$ cat src/rtl/pcie_tx_injector_if.sv
// Producer/switch-side bundle for pcie_tx_injector: per-class source handshake,
// push/data toward the switch input FIFO and the credit-return pulse.
interface pcie_tx_injector_if #(
    parameter int TAMANO_DATOS = 12
);
    logic [3:0]              src_valid;
    logic [7:0]              src_dest;
    logic [31:0]             src_data;
    logic [3:0]              src_ready;
    logic                    credit_ret;
    logic                    push;
    logic [TAMANO_DATOS-1:0] data_out;

    // Environment side: producers and the switch input FIFO.
    modport master (
        output src_valid, src_dest, src_data, credit_ret,
        input  src_ready, push, data_out
    );

    // Injector side.
    modport slave (
        input  src_valid, src_dest, src_data, credit_ret,
        output src_ready, push, data_out
    );
endinterface

$ cat src/rtl/pcie_tx_injector.sv
// Round-robin, credit-gated transmit injector for the PCIE switch input FIFO.
// Optional per-class handshake counters are enabled with `define PCIE_TX_STATS_EN.
module pcie_tx_injector #(
    parameter int TAMANO_DATOS = 12,
    parameter int CREDITOS     = 8,
    parameter int CREDIT_W     = 4
) (
    input  logic                clk,
    input  logic                reset,
    input  logic                init,
    pcie_tx_injector_if.slave   bus,
    output logic [CREDIT_W-1:0] credits,
    output logic                idle,
    output logic                error
`ifdef PCIE_TX_STATS_EN
    ,
    output logic [31:0]         cnt_class
`endif
);

    typedef enum logic [1:0] {
        ST_INIT,
        ST_IDLE,
        ST_ACTIVE,
        ST_STALL
    } state_t;

    localparam logic [CREDIT_W-1:0] CRED_MAX = CREDIT_W'(CREDITOS);
    localparam logic [CREDIT_W-1:0] CRED_ONE = CREDIT_W'(1);

    state_t                  r_state;
    logic [CREDIT_W-1:0]     r_credits;
    logic [1:0]              r_rr_ptr;
    logic                    r_push;
    logic [TAMANO_DATOS-1:0] r_data_out;
    logic                    r_error;

    logic [3:0]              w_grant;
    logic [1:0]              w_grant_idx;
    logic                    w_hs;
    logic [11:0]             w_word;
    logic [CREDIT_W-1:0]     w_credits_nxt;
    logic                    w_overflow;

    // Scan classes upward from rr_ptr; the first valid one wins while credits remain.
    always_comb begin
        logic [1:0] v_idx;
        logic       v_found;
        // NOTE: every combinational output gets a default first so no path leaves
        // it unassigned, which would otherwise infer a latch.
        w_grant     = '0;
        w_grant_idx = '0;
        v_found     = 1'b0;
        v_idx       = '0;
        if (r_state == ST_ACTIVE && r_credits != '0) begin
            for (int i = 0; i < 4; i++) begin
                v_idx = r_rr_ptr + 2'(i);
                if (!v_found && bus.src_valid[v_idx]) begin
                    v_found          = 1'b1;
                    w_grant[v_idx]   = 1'b1;
                    w_grant_idx      = v_idx;
                end
            end
        end
        w_hs = v_found;
    end

    assign w_word = {w_grant_idx,
                     bus.src_dest[{w_grant_idx, 1'b0} +: 2],
                     bus.src_data[{w_grant_idx, 3'b000} +: 8]};

    // Simultaneous handshake and return cancel; a return into a full counter is an error.
    always_comb begin
        w_credits_nxt = r_credits;
        w_overflow    = 1'b0;
        if (w_hs && !bus.credit_ret) begin
            w_credits_nxt = r_credits - CRED_ONE;
        end else if (!w_hs && bus.credit_ret) begin
            if (r_credits == CRED_MAX) begin
                w_overflow = 1'b1;
            end else begin
                w_credits_nxt = r_credits + CRED_ONE;
            end
        end
    end

    always_ff @(posedge clk or negedge reset) begin
        if (!reset) begin
            r_state    <= ST_INIT;
            r_credits  <= '0;
            r_rr_ptr   <= '0;
            r_push     <= 1'b0;
            r_data_out <= '0;
            r_error    <= 1'b0;
        end else begin
            // NOTE: state registers use non-blocking assignments so every flop samples
            // the pre-edge values regardless of statement order.
            r_push <= w_hs;
            if (w_hs) begin
                r_data_out <= TAMANO_DATOS'(w_word);
                r_rr_ptr   <= w_grant_idx + 2'd1;
            end

            if (r_state == ST_INIT) begin
                r_credits <= CRED_MAX;
            end else begin
                r_credits <= w_credits_nxt;
                if (w_overflow) r_error <= 1'b1;
            end

            case (r_state)
                ST_INIT: r_state <= ST_IDLE;
                ST_IDLE: begin
                    if (init)                r_state <= ST_INIT;
                    else if (|bus.src_valid) r_state <= ST_ACTIVE;
                end
                ST_ACTIVE: begin
                    if (~|bus.src_valid)          r_state <= ST_IDLE;
                    else if (w_credits_nxt == '0) r_state <= ST_STALL;
                end
                ST_STALL: begin
                    if (bus.credit_ret) r_state <= ST_ACTIVE;
                end
                default: r_state <= ST_INIT;
            endcase
        end
    end

    assign bus.src_ready = w_grant;
    assign bus.push      = r_push;
    assign bus.data_out  = r_data_out;
    assign credits       = r_credits;
    assign idle          = (r_state == ST_IDLE);
    assign error         = r_error;

`ifdef PCIE_TX_STATS_EN
    logic [31:0] r_cnt_class;

    // Per-class handshake counts, one byte each, wrapping at 256.
    always_ff @(posedge clk or negedge reset) begin
        if (!reset) begin
            r_cnt_class <= '0;
        end else if (r_state == ST_INIT) begin
            r_cnt_class <= '0;
        end else if (w_hs) begin
            r_cnt_class[{w_grant_idx, 3'b000} +: 8] <= r_cnt_class[{w_grant_idx, 3'b000} +: 8] + 8'd1;
        end
    end

    assign cnt_class = r_cnt_class;
`endif

endmodule

$ cat src/flat_wrapper.sv
// flat-port wrapper written by rule: the top's interface ports become plain ports
module pcie_tx_injector_flat 
#(
    parameter int TAMANO_DATOS = 12,
    parameter int CREDITOS     = 8,
    parameter int CREDIT_W     = 4
)
  (clk, reset, init, credits, idle, error, bus_src_valid, bus_src_dest, bus_src_data, bus_credit_ret, bus_src_ready, bus_push, bus_data_out);
  pcie_tx_injector_if #(.TAMANO_DATOS(TAMANO_DATOS)) bus_i ();
  input  logic clk;
  input  logic reset;
  input  logic init;
  output logic [CREDIT_W-1:0] credits;
  output logic idle;
  output logic error;
  input wire logic [$bits(bus_i.src_valid)-1:0] bus_src_valid;
  input wire logic [$bits(bus_i.src_dest)-1:0] bus_src_dest;
  input wire logic [$bits(bus_i.src_data)-1:0] bus_src_data;
  input wire logic [$bits(bus_i.credit_ret)-1:0] bus_credit_ret;
  output wire logic [$bits(bus_i.src_ready)-1:0] bus_src_ready;
  output wire logic [$bits(bus_i.push)-1:0] bus_push;
  output wire logic [$bits(bus_i.data_out)-1:0] bus_data_out;
  assign bus_i.src_valid = bus_src_valid;
  assign bus_i.src_dest = bus_src_dest;
  assign bus_i.src_data = bus_src_data;
  assign bus_i.credit_ret = bus_credit_ret;
  assign bus_src_ready = bus_i.src_ready;
  assign bus_push = bus_i.push;
  assign bus_data_out = bus_i.data_out;
  pcie_tx_injector #(.TAMANO_DATOS(TAMANO_DATOS), .CREDITOS(CREDITOS), .CREDIT_W(CREDIT_W)) u_core (.clk(clk), .reset(reset), .init(init), .bus(bus_i), .credits(credits), .idle(idle), .error(error));
endmodule
$ cat config.mk
export PLATFORM = sky130hd
export DESIGN_NAME = pcie_tx_injector_flat
export DESIGN_NICKNAME = d
export VERILOG_FILES = /design/src/rtl/pcie_tx_injector_if.sv /design/src/rtl/pcie_tx_injector.sv /design/src/flat_wrapper.sv
export SDC_FILE = /design/constraint.sdc
export NUM_CORES = 1
export LEC_CHECK = 0
export ABC_AREA = 1
export CAP_MARGIN = 0
export CORE_MARGIN = 4
export CORE_UTILIZATION = 50
export CTS_CLUSTER_DIAMETER = 60
export CTS_CLUSTER_SIZE = 24
export DETAILED_ROUTE_END_ITERATION = 7
export DONT_BUFFER_PORTS = 1
export PLACE_DENSITY_LB_ADDON = 0.15
export SLEW_MARGIN = 20
export SYNTH_ARGS = -nofsm -noshare
export SYNTH_HDL_FRONTEND = slang
export SYNTH_SLANG_ARGS = --single-unit
$ cat constraint.sdc
create_clock -name clk -period 4 [get_ports clk]
set_clock_uncertainty 0.15 [all_clocks]
set_input_delay 0.8 -clock clk [delete_from_list [all_inputs] [get_ports clk]]
set_output_delay 0.8 -clock clk [all_outputs]
set_load 0.01 [all_outputs]
Word-level counts from Yosys, hierarchy flattened. Cells that the tools add are included. W data, S select, Z words.

Bits in registers: 22. Bits of input ports: 48.

$add $sub $neg: 6. Magnitude comparators: 8. Equality and inequality tests: 7. Shifts and indexed selects: 2. Mux-type cells: 50. Bitwise operators: 4. Reductions and logical operators: 21.

Operators by type and width (number): $mux W4 (12); $shiftx A32 B6 Y8 (1); $mux W2 (10); $mux W1 (19); $lt A2 B3 Y1 const B (4); $or A4 B4 Y4 (3); $logic_and A1 B1 Y1 (10); $bmux W1 S2 (4); $demux W1 S2 (4); $ge A2 B1 Y1 const B (4); $pmux W2 S4 (1); $shiftx A8 B4 Y2 (1); $logic_not A1 Y1 (5); $add A2 B1 Y2 const B (2); $add A2 B2 Y2 const B (2); $add A4 B1 Y4 const B (1); $eq A2 B2 Y1 const B (2); $eq A4 B4 Y1 const B (1); $logic_not A4 Y1 (1); $reduce_bool A4 Y1 (1); $reduce_or A4 Y1 (1); $sub A4 B1 Y4 const B (1); $ne A3 B2 Y1 const B (1); $ne A3 B3 Y1 const B (1); other kinds (6) (6).

Logic depth before layout (Yosys ltp).
Depth after elaboration: 24. Mapped depth: 16.

Worst setup path after synthesis. OpenSTA, ideal clock, no wires.

Path type: register to output. From: register u_core.r_rr_ptr[0]. To: output bus_src_ready[3]. Arrival: 1.787 ns. Required time: 3.050 ns. Setup slack: 1.263 ns. Cell stages (with the launch flop): 13. Buffers on the path: 0. Path through: dfrtp_1 -> inv_2 -> ha_1 -> inv_1 -> nand2_2 -> nand2_4 -> nor2_8 -> nand2_1 -> o21ai_0 -> a21oi_1 -> o21ai_0 -> nand2_1 -> inv_1.

Cells in the longest elaborated chain, start to end: 16. Elaborated cells on any way between the ends: 54. Those cells by class: 3 x add/sub; 8 x order compare; 30 x mux; 3 x bitwise; 10 x reduce/logical.

Ends and longest elaborated chain: start, declared (RTL line pcie_tx_injector.sv:33) `logic [1:0] r_rr_ptr;`; start signal, assigned (RTL line pcie_tx_injector.sv:101) `r_rr_ptr <= w_grant_idx + 2'd1;`; parallel branches: the longest is 14 deep, another holds $lt A2 B3 Y1; $mux W4 (*) (RTL line pcie_tx_injector.sv:58) `if (!v_found && bus.src_valid[v_idx]) begin`; $mux W4 (*) (RTL line pcie_tx_injector.sv:55) `if (r_state == ST_ACTIVE && r_credits != '0) begin`; end, declared (RTL line flat_wrapper.sv:20) `output wire logic [$bits(bus_i.src_ready)-1:0] bus_src_ready;`.

Mark *: on every way between the ends. The select of a mux whose other input is x is not followed.

Worst setup path after layout.
From: register u_core.r_rr_ptr[0]. To: output bus_src_ready[2].

The elaborated chain is that of the path after synthesis.

==> metrics.md <==
| Metric | Value |
|---|---|
| Status | `finished clean` |
| Clock-pin slew on the worst setup and hold paths | `0.09 ns` |
| Clock Sinks | `22` |
| Mapped Area | `2050 um2` |
| CTS tree | `built` |
| Overall power | `1980 uW` |
| Post-CTS sizing | `0` |
| Critical Path Slowest Stage Cell | `dfrtp_1` |
| GP Congestion | `0.841` |
| Synth Instances | `309` |
| Hold Crit Class | `in -> async` |
| Final instance count without filler cells | `352` |
| Diode count | `0` |
| First-pass GRT wire length | `8420 um` |
| FMAX | `296 MHz` |
| Post-Route WL | `5100 um` |
| CP cell instances | `inv_2, ha_1, inv_1, nand3_1, nand2_1, nor2_1, nand2_1, o21ai_0, a31oi_1, o21ai_0, nand2_1, inv_1` |
| Peak supply drop | `0.516 mV` |
| Fillers | `417` |
| Syn avg cell area | `6.64 um2` |
| Clk root buf | `clkbuf_8` |
| Syn_nets | `367` |
| RSZ-0062 raised after global routing | `false` |
| Initial antenna violation count | `0` |
| Worst-Margin Slew | `0.664 ns` |
| CTS H-tree depth | `1` |
| Area grow syn2layout | `2.07%` |
| Critical path data arrival time | `2.43 ns` |
| Vias in the first global route | `1818` |
| Skew-Pair Late Insertion Delay | `0.26 ns` |
| Via Count | `1911` |
| Nets | `361` |
| FP Rows | `23` |
| FF+latch count, synth | `22` |
| GRT overflow | `0` |
| Power share of the clock group | `10.7%` |
| CP max stage delay | `0.56 ns` |
| Final setup viols | `0` |
| Placement Cell Area | `2020 um2` |
| Setup crit start kind | `flip-flop` |
| Final Cell Area | `2100 um2` |
| Sw Pwr | `1110 uW` |
| PortBufs | `0` |
| Die W | `72.1 um` |
| Yosys warns | `0` |
| Post-CTS Setup Inserts | `0` |
| Initial core utilization | `51.3%` |
| Tcrit/Tclk final | `84.5%` |
| Post-DP HPWL | `3840 um` |
| Hold_buf cts | `0` |
| Routed Antenna Nets | `0` |
| Comb power frac | `64.9%` |
| Register area share after synthesis | `26.8%` |
| Min Tclk post-route | `3.38 ns` |
| Slew Viols, Final | `0` |
| Hold_ws | `0.0673 ns` |
| Switch share | `55.8%` |
| DR WL/cell | `14.5 um` |
| Total die area | `5200 um2` |
| Power Density | `946 nW/um2` |
| Slew Limit Headroom | `55.6%` |
| Int Pwr | `877 uW` |
| Setup crit end kind | `primary output` |
| Req. time, crit path | `3.05 ns` |
| Synth unique cells | `31` |
| Final Hold Viols | `0` |
| Clock Path Buffers | `2` |
| Layout cell share with drive strength beyond 1 | `9.60%` |
| Total of max-cap violations | `0` |
| Largest net degree at the start of global routing | `31` |
| Drt drc | `0` |
| TNS Setup | `0 ns` |
| Placed cell count | `348` |
| Iter 0 DRT Violations | `99` |
| Vias per cell | `5.43` |
| IO Pins | `71` |
| Core area | `4000 um2` |
| Lkg Pwr | `0.00117 uW` |
| Total GRT Usage | `20.1%` |
| Crit-path max FO | `11` |
| Sequential power share | `24.4%` |
| Die Y | `72.1 um` |
| First-pass iteration count of the detailed router | `5` |
| Clock buffer count from CTS | `3` |
| Critical Path Most Common Cell | `nand2_1` |
| Kind of critical path | `reg -> out` |
state kept, by name, indices dropped and copies added (netlist names):
register	count
u_core.credits	4
u_core.bus.push	1
u_core.error	1
u_core.bus.data_out	12
u_core.r_state	2
u_core.r_rr_ptr	2
worst max-delay path: cells and delay by family (launching register included):
family          cells  cell delay (ns)
compound gates      3             0.26
fa+ha+maj           1             0.39
flops               1             0.56
buf+inv             3             0.40
simple gates        5             0.55
cells in the final DEF (no fill, tap or decap), types with 7 or more instances in the layout:
master,n
nand2_1,96
inv_1,40
nand3_1,40
dfrtp_1,22
nand4_1,20
nor2_1,12
o21ai_0,10
ha_1,10
nand3_2,7
logic make-up after synthesis:
group / synth area share (%)
xor gates and xnor gates: 1.28
AOI/OAI and AO/OA: 7.80
adders and majority gates: 6.09
DFF: 26.8
and+or+nand+nor: 45.0
buffers and inverters: 13.0
final timing paths:
path	to	cells after the start	slack, ns	start
setup / recovery	bus_src_ready[2]	12	0.62	u_core.r_rr_ptr[0]
setup reg to reg	u_core.bus.data_out[4]	12	0.77	u_core.r_rr_ptr[0]
hold / removal	u_core.credits[2]	0	0.07	reset
max in group asynchronous	u_core.r_rr_ptr[0]	0	3.56	reset
hold reg to reg	u_core.error	2	0.39	u_core.error
min in group clk	u_core.error	2	0.39	u_core.error
through the flow:
stage,utilization [%],setup WS (ns)
finish,52.4,0.618
global route,52.4,0.420
CTS,52.4,0.645
detailed placement,50.6,0.842
global placement,50.6,0.905
floorplan,-,1.26
metal layers:
metal	vias up	global-route usage [%]	wire length (um)
li1	992	-	-
met1	846	27.6	2330
met2	69	32.3	2320
met3	4	5.26	409
met4	0	3.13	40
met5	-	0	0
synth_stat cells:
| master | instances | share of area (%) |
|---|---|---|
| a21boi_0 | 1 | 0.37 |
| a21oi_1 | 6 | 1.5 |
| a22oi_1 | 2 | 0.73 |
| a31oi_1 | 3 | 0.91 |
| and2_1 | 1 | 0.30 |
| buf_2 | 4 | 0.98 |
| buf_4 | 1 | 0.37 |
| buf_6 | 6 | 3.3 |
| clkbuf_1 | 1 | 0.18 |
| dfrtp_1 | 22 | 27 |
| ha_1 | 10 | 6.1 |
| inv_1 | 40 | 7.3 |
| inv_2 | 5 | 0.91 |
| nand2_1 | 96 | 18 |
| nand2_2 | 6 | 1.8 |
| nand2_4 | 3 | 1.6 |
| nand3_1 | 40 | 9.8 |
| nand3_2 | 7 | 3.4 |
| nand3b_1 | 1 | 0.37 |
| nand4_1 | 20 | 6.1 |
| nor2_1 | 12 | 2.2 |
| nor2_8 | 1 | 0.98 |
| nor3_1 | 1 | 0.24 |
| nor4_1 | 1 | 0.30 |
| o211ai_1 | 2 | 0.73 |
| o21a_1 | 1 | 0.37 |
| o21ai_0 | 10 | 2.4 |
| o21ai_2 | 1 | 0.43 |
| o31ai_1 | 1 | 0.37 |
| or2_2 | 1 | 0.30 |
| xor2_1 | 3 | 1.3 |
power by group through the flow:
stage | sequential (uW) | clock, uW | combinational, uW
2_1_floorplan | 452 | 0 | 1160
3_3_place_gp | 488 | 0 | 1280
5_1_grt | 504 | 222 | 1470
4_1_cts | 487 | 215 | 1290
6_report | 484 | 211 | 1290
3_5_place_dp | 492 | 0 | 1280
area by class of cell:
class	instances	area (um2)	area share (%)
well taps	50	62.6	2.99
clock inverters	1	30.0	1.43
flip-flops and latches	22	551	26.3
clock buffers	3	41.3	1.97
multi-input cells	230	1230	58.9
inverters	45	169	8.06
repair buffers	1	7.51	0.358
Note: power is estimated with default switching activity, not from simulation.
==> variant 1 (same flow settings) <==
Put one more register stage on the output `error`, cleared by the reset. The value now appears one clock later. The other outputs are not delayed to match.
--- a/src/rtl/pcie_tx_injector.sv
+++ b/src/rtl/pcie_tx_injector.sv
@@ -133,3 +133,9 @@
     assign idle          = (r_state == ST_IDLE);
-    assign error         = r_error;
+    always_ff @(posedge clk or negedge reset) begin
+        if (!reset) begin
+            error <= '0;
+        end else begin
+            error <= r_error;
+        end
+    end
 
Behaviour: not the same (Yosys sat finds a counterexample within 4 cycles, from zero or initial values and one cycle with reset low).
==> variant 1 against the unedited design <==
Wire length down 8.4%. Cell area up 4.4%. Critical path depth up 1. Area after synthesis up 3.8%. Sequential cell count up 1. Power down 0.25%. Sequential share of layout area about the same. Global-route usage down 1.9 points. Worst setup slack better by 16 ps. Core utilization up 1.5 points. Highest routed layer unchanged.
==> variant 1: results (changes against the unedited design) <==
| Metric | Value |
|---|---|
| Initial antenna violation count | 0 (unchanged) |
| Fin nets | 363 (+0.55%) |
| Synth warn | 0 (unchanged) |
| Largest net degree at the start of global routing | 34 (+9.7%) |
| Post-synth ARST share | 100% (unchanged) |
| Prevailing post-synth register cell | dfrtp_1 |
| Worst-Skew Late Latency | 260 ps (about the same) |
| Worst EP arrival | 2420 ps |
| Global-route wire length before repair | 7980 µm (-5.3%) |
| Post-CTS Setup Bufs | 0 (unchanged) |
| Worst-Margin Slew | 544 ps (-120 ps) |
| TritonRoute pass-1 iters | 4 (-1) |
| Vias after detailed routing | 1,842 (-3.6%) |
| Leak | 1.22 nW (+4.4%) |
| Crit Path Max Fanout | 11 (unchanged) |
| Max Root-Sink Buffers | 2 (unchanged) |
| Synthesized Nets | 365 (-0.54%) |
| Post-CTS sizing | 0 (unchanged) |
| Initial drt markers | 70 (-29%) |
| Outcome | finished clean |
| Inserted Clock Buffers | 3 (unchanged) |
| CTS H-tree depth | 1 (unchanged) |
| Routability Congestion | 0.881 (+4.7%) |
| Seq/Total Area, Yosys | 27.0% (+0.18 points) |
| Hold Crit Class | in -> async |
| # fillers | 401 (-3.8%) |
| Max VDD drop | 0.000399 V (-23%) |
| Clk root buf | clkbuf_8 |
| Largest register FFs | 12 (unchanged) |
| Top cells by area, synth | dfrtp_1 (27%), nand2_1 (15%), inv_1 (9.2%) |
| Yosys cell types | 38 (+23%) |
| Total GRT Usage | 18.2% (-1.9 points) |
| Layout cells sized above 1 | 15.5% (+5.9 points) |
| Hpwl dp | 3590 µm (-6.3%) |
| Final wirelength | 4670 µm (-8.4%) |
| Clock slew at reported path FFs | 90 ps (about the same) |
| N_diodes | 0 (unchanged) |
| Input/output buffers | 0 (unchanged) |
| Number of global-route vias before repair | 1,769 (-2.7%) |
| Synth cell count leaders | nand2_1 (83), inv_1 (52), nand3_1 (27) |
-- variant 1: layout make-up --
| class | instances | share of cell area (%) |
|---|---|---|
| Clock buffer | 3 | 1.89 |
| Clock inverter | 1 | 0.343 |
| Inverter | 61 | 11.0 |
| Multi-Input combinational cell | 216 | 57.6 |
| Sequential cell | 23 | 26.3 |
| Tap cell | 50 | 2.86 |
-- variant 1: power breakdown --
group          internal (W)  switching [W]  total, W
Sequential         0.000344       0.000171  0.000515
Clock             0.0000704      0.0000767  0.000147
Combinational      0.000436       0.000879   0.00131
-- variant 1: per-layer routing --
metal	share of wire, %	vias to the layer above	wire length (µm)	GRT usage (%)
li1	-	967	-	-
met3	6.1	2	284	3.97
met5	0	-	0	0
met4	0.53	0	25	2.01
met1	46	813	2160	24.6
met2	47	60	2200	30.9
-- variant 1: critical path: stages, from the launching register on --
cell and delay, ps:
dfrtp_1 690, inv_8 110, ha_1 360, inv_1 120, nand3_2 100, nand2_4 100
inv_4 50, nor2_8 110, nand2_1 70, o21ai_0 140, a21oi_1 50, o21ai_0 80
nand2_1 60, inv_1 100
-- variant 1: worst paths after layout --
| check | slack (ps) | from | end | depth (start not counted) |
|---|---|---|---|---|
| hold reg to reg | 230 | u_core.r_error | u_core.error | 0 |
| hold / removal | 70 | reset | u_core.bus.data_out[0] | 0 |
| max in group asynchronous | 3550 | reset | u_core.credits[0] | 0 |
| setup / recovery | 630 | u_core.r_rr_ptr[0] | bus_src_ready[3] | 13 |
| setup reg to reg | 1190 | u_core.credits[0] | u_core.bus.data_out[5] | 11 |
| min in group clk | 230 | u_core.r_error | u_core.error | 0 |
-- variant 1: metrics by stage --
step                      setup WS [ps]  std cells  utilization (%)  instance area [µm²]  total power (W)
after floorplan                    1210        307                -                 2130          0.00163
final                               634        354             53.9                 2190          0.00198
after global placement              979        350             52.7                 2140          0.00182
after CTS                           611        354             53.9                 2190          0.00200
after detailed placement            915        350             52.7                 2140          0.00184
after global routing                395        354             53.9                 2190          0.00220
-- variant 1: kinds of logic after synthesis --
family / after synthesis / share of synthesized area (%)
fa+ha+maj: 10 / 5.87
compound gates: 35 / 10.7
xor+xnor: 3 / 1.23
simple gates: 168 / 41.4
flops: 23 / 27.0
buf+inv: 68 / 13.8
==> variant 2 (same settings) <==
Made on the original files. `CREDITOS` is set to 8 in 2 places; all go to 4.
--- a/src/rtl/pcie_tx_injector.sv
+++ b/src/rtl/pcie_tx_injector.sv
@@ -4,3 +4,3 @@
     parameter int TAMANO_DATOS = 12,
-    parameter int CREDITOS     = 8,
+    parameter int CREDITOS     = 4,
     parameter int CREDIT_W     = 4
--- a/src/flat_wrapper.sv
+++ b/src/flat_wrapper.sv
@@ -4,3 +4,3 @@
     parameter int TAMANO_DATOS = 12,
-    parameter int CREDITOS     = 8,
+    parameter int CREDITOS     = 4,
     parameter int CREDIT_W     = 4
Formal check against the unedited RTL: not equivalent (a bounded check fails within 4 cycles, from zero or initial values and one cycle with reset low).
==> variant 2 against the unedited design <==
Power grew 2.1%. Sequential power grew 4.5%. Count of clock-buffer cells in the layout is the same. Register-to-register slack gained 390 ps. Wire length shrank 6.9%. Cell area grew 6.2%. Sequential cell count is the same. Worst setup slack lost 18 ps. Area after synthesis grew 6.0%. Via count shrank 1.2%. Largest cell class unchanged. Largest power group unchanged. Highest routed layer unchanged.
==> variant 2: results (changes against the unedited design) <==
| Metric | Value |
|---|---|
| Top cells by area, synth | dfrtp_1 (25%), nand2_1 (16%), inv_1 (10%) |
| Routability Congestion | 0.896 (+6.5%) |
| Setup slack, reg-to-reg | 1160 ps (+390 ps) |
| Leak | 1.27 nW (+8.7%) |
| Worst Reg-to-Reg Cells | 9 (-3) |
| N_diodes | 0 (unchanged) |
| Placed Instances | 362 (+4.0%) |
| Worst EP arrival | 2450 ps (+20 ps) |
| Post-synth top area share | 25.3% (-1.5 points) |
| Reg2reg end | u_core.bus.data_out[0] |
| Placed inst area | 2150 µm² (+6.4%) |
| Vias after detailed routing | 1,889 (-1.2%) |
| Die X | 74.0 µm (+2.6%) |
| Area Overhead vs Synth | 2.30% |
| Compound-gate portion of the synthesized area | 9.72% (+1.9 points) |
| Number of global-route vias before repair | 1,663 (-8.5%) |
| # fillers | 432 (+3.6%) |
| Global-route wire length before repair | 7730 µm (-8.3%) |
| Critical path's slowest cell | dfrtp_1 |
| Outcome | finished clean |
| Initial drt markers | 83 (-16%) |
| TritonRoute pass-1 iters | 4 (-1) |
| Final min period | 3400 ps (+18.2 ps) |
| Max VDD drop | 0.000308 V (-40%) |
| Layout cells sized above 1 | 13.3% (+3.7 points) |
| Total GRT Usage | 17.8% (-2.3 points) |
| Largest net degree at the start of global routing | 32 (+3.2%) |
| Crit Reg-Reg Startpoint | u_core.credits[0] |
| Seq/Total Area, Yosys | 25.3% (-1.5 points) |
| Final wirelength | 4750 µm (-6.9%) |
| Synthesized Nets | 377 (+2.7%) |
| Hpwl dp | 3740 µm (-2.6%) |
| Post-Synthesis Cells | 319 (+3.2%) |
| Synth Area in XOR/XNOR | 0.805% (-0.47 points) |
| Adder-Cell Fraction of Synth Area | 5.75% (-0.34 points) |
| Worst slack, placed | 925 ps (+83.2 ps) |
| Yosys cell types | 36 (+16%) |
| Critical Path Max Stage Delay | 710 ps (+150 ps) |
| Mux share of post-synthesis cell area | 0% (unchanged) |
==> variant 2: report_power, final <==
group / switching, W / leakage, nW / internal [W]
Sequential: 0.000169 / 0.260 / 0.000337
Combinational: 0.000874 / 0.978 / 0.000433
Clock: 0.0000763 / 0.0357 / 0.000134
Total: 0.00112 / 1.27 / 0.000904
==> variant 2: metal layers <==
layer | track usage [%] | vias up | part of all wire, %
met5 | 0 | - | 0
li1 | - | 995 | -
met2 | 29.4 | 64 | 47
met3 | 3.65 | 4 | 5.0
met1 | 24.3 | 826 | 47
met4 | 3.62 | 0 | 0.48
==> variant 2: worst max path at each step <==
stage	startpoint	to	cells after the start
2_1_floorplan	u_core.r_rr_ptr[0]	bus_src_ready[0]	14
3_3_place_gp	u_core.r_rr_ptr[0]	bus_src_ready[1]	12
3_5_place_dp	u_core.r_rr_ptr[0]	bus_src_ready[3]	13
4_1_cts	u_core.r_rr_ptr[0]	bus_src_ready[3]	13
5_1_grt	u_core.r_rr_ptr[0]	bus_src_ready[0]	13
6_report	u_core.r_rr_ptr[0]	bus_src_ready[0]	13
==> variant 2: worst reg2reg max path: cells and delay by family, from the launching register on <==
family	cells	cell delay, ps
flip-flops	1	470
AND/OR/NAND/NOR	6	1360
adder cells (fa/ha/maj)	1	250
buffers and inverters	2	510
==> variant 2: final cells by class <==
type | instances | area [µm²] | share of cell area, %
Tap cell | 50 | 62.6 | 2.81
Clock buffer | 3 | 41.3 | 1.85
Inverter | 66 | 265 | 11.9
Sequential cell | 22 | 551 | 24.7
Multi-Input combinational cell | 224 | 1280 | 57.3
Clock inverter | 1 | 30.0 | 1.35
==> variant 2: kinds of logic after synthesis <==
family,after synthesis
xor gates and xnor gates,2
DFF,22
AOI/OAI and AO/OA,33
adders and majority gates,10
buffers and inverters,73
and+or+nand+nor,179
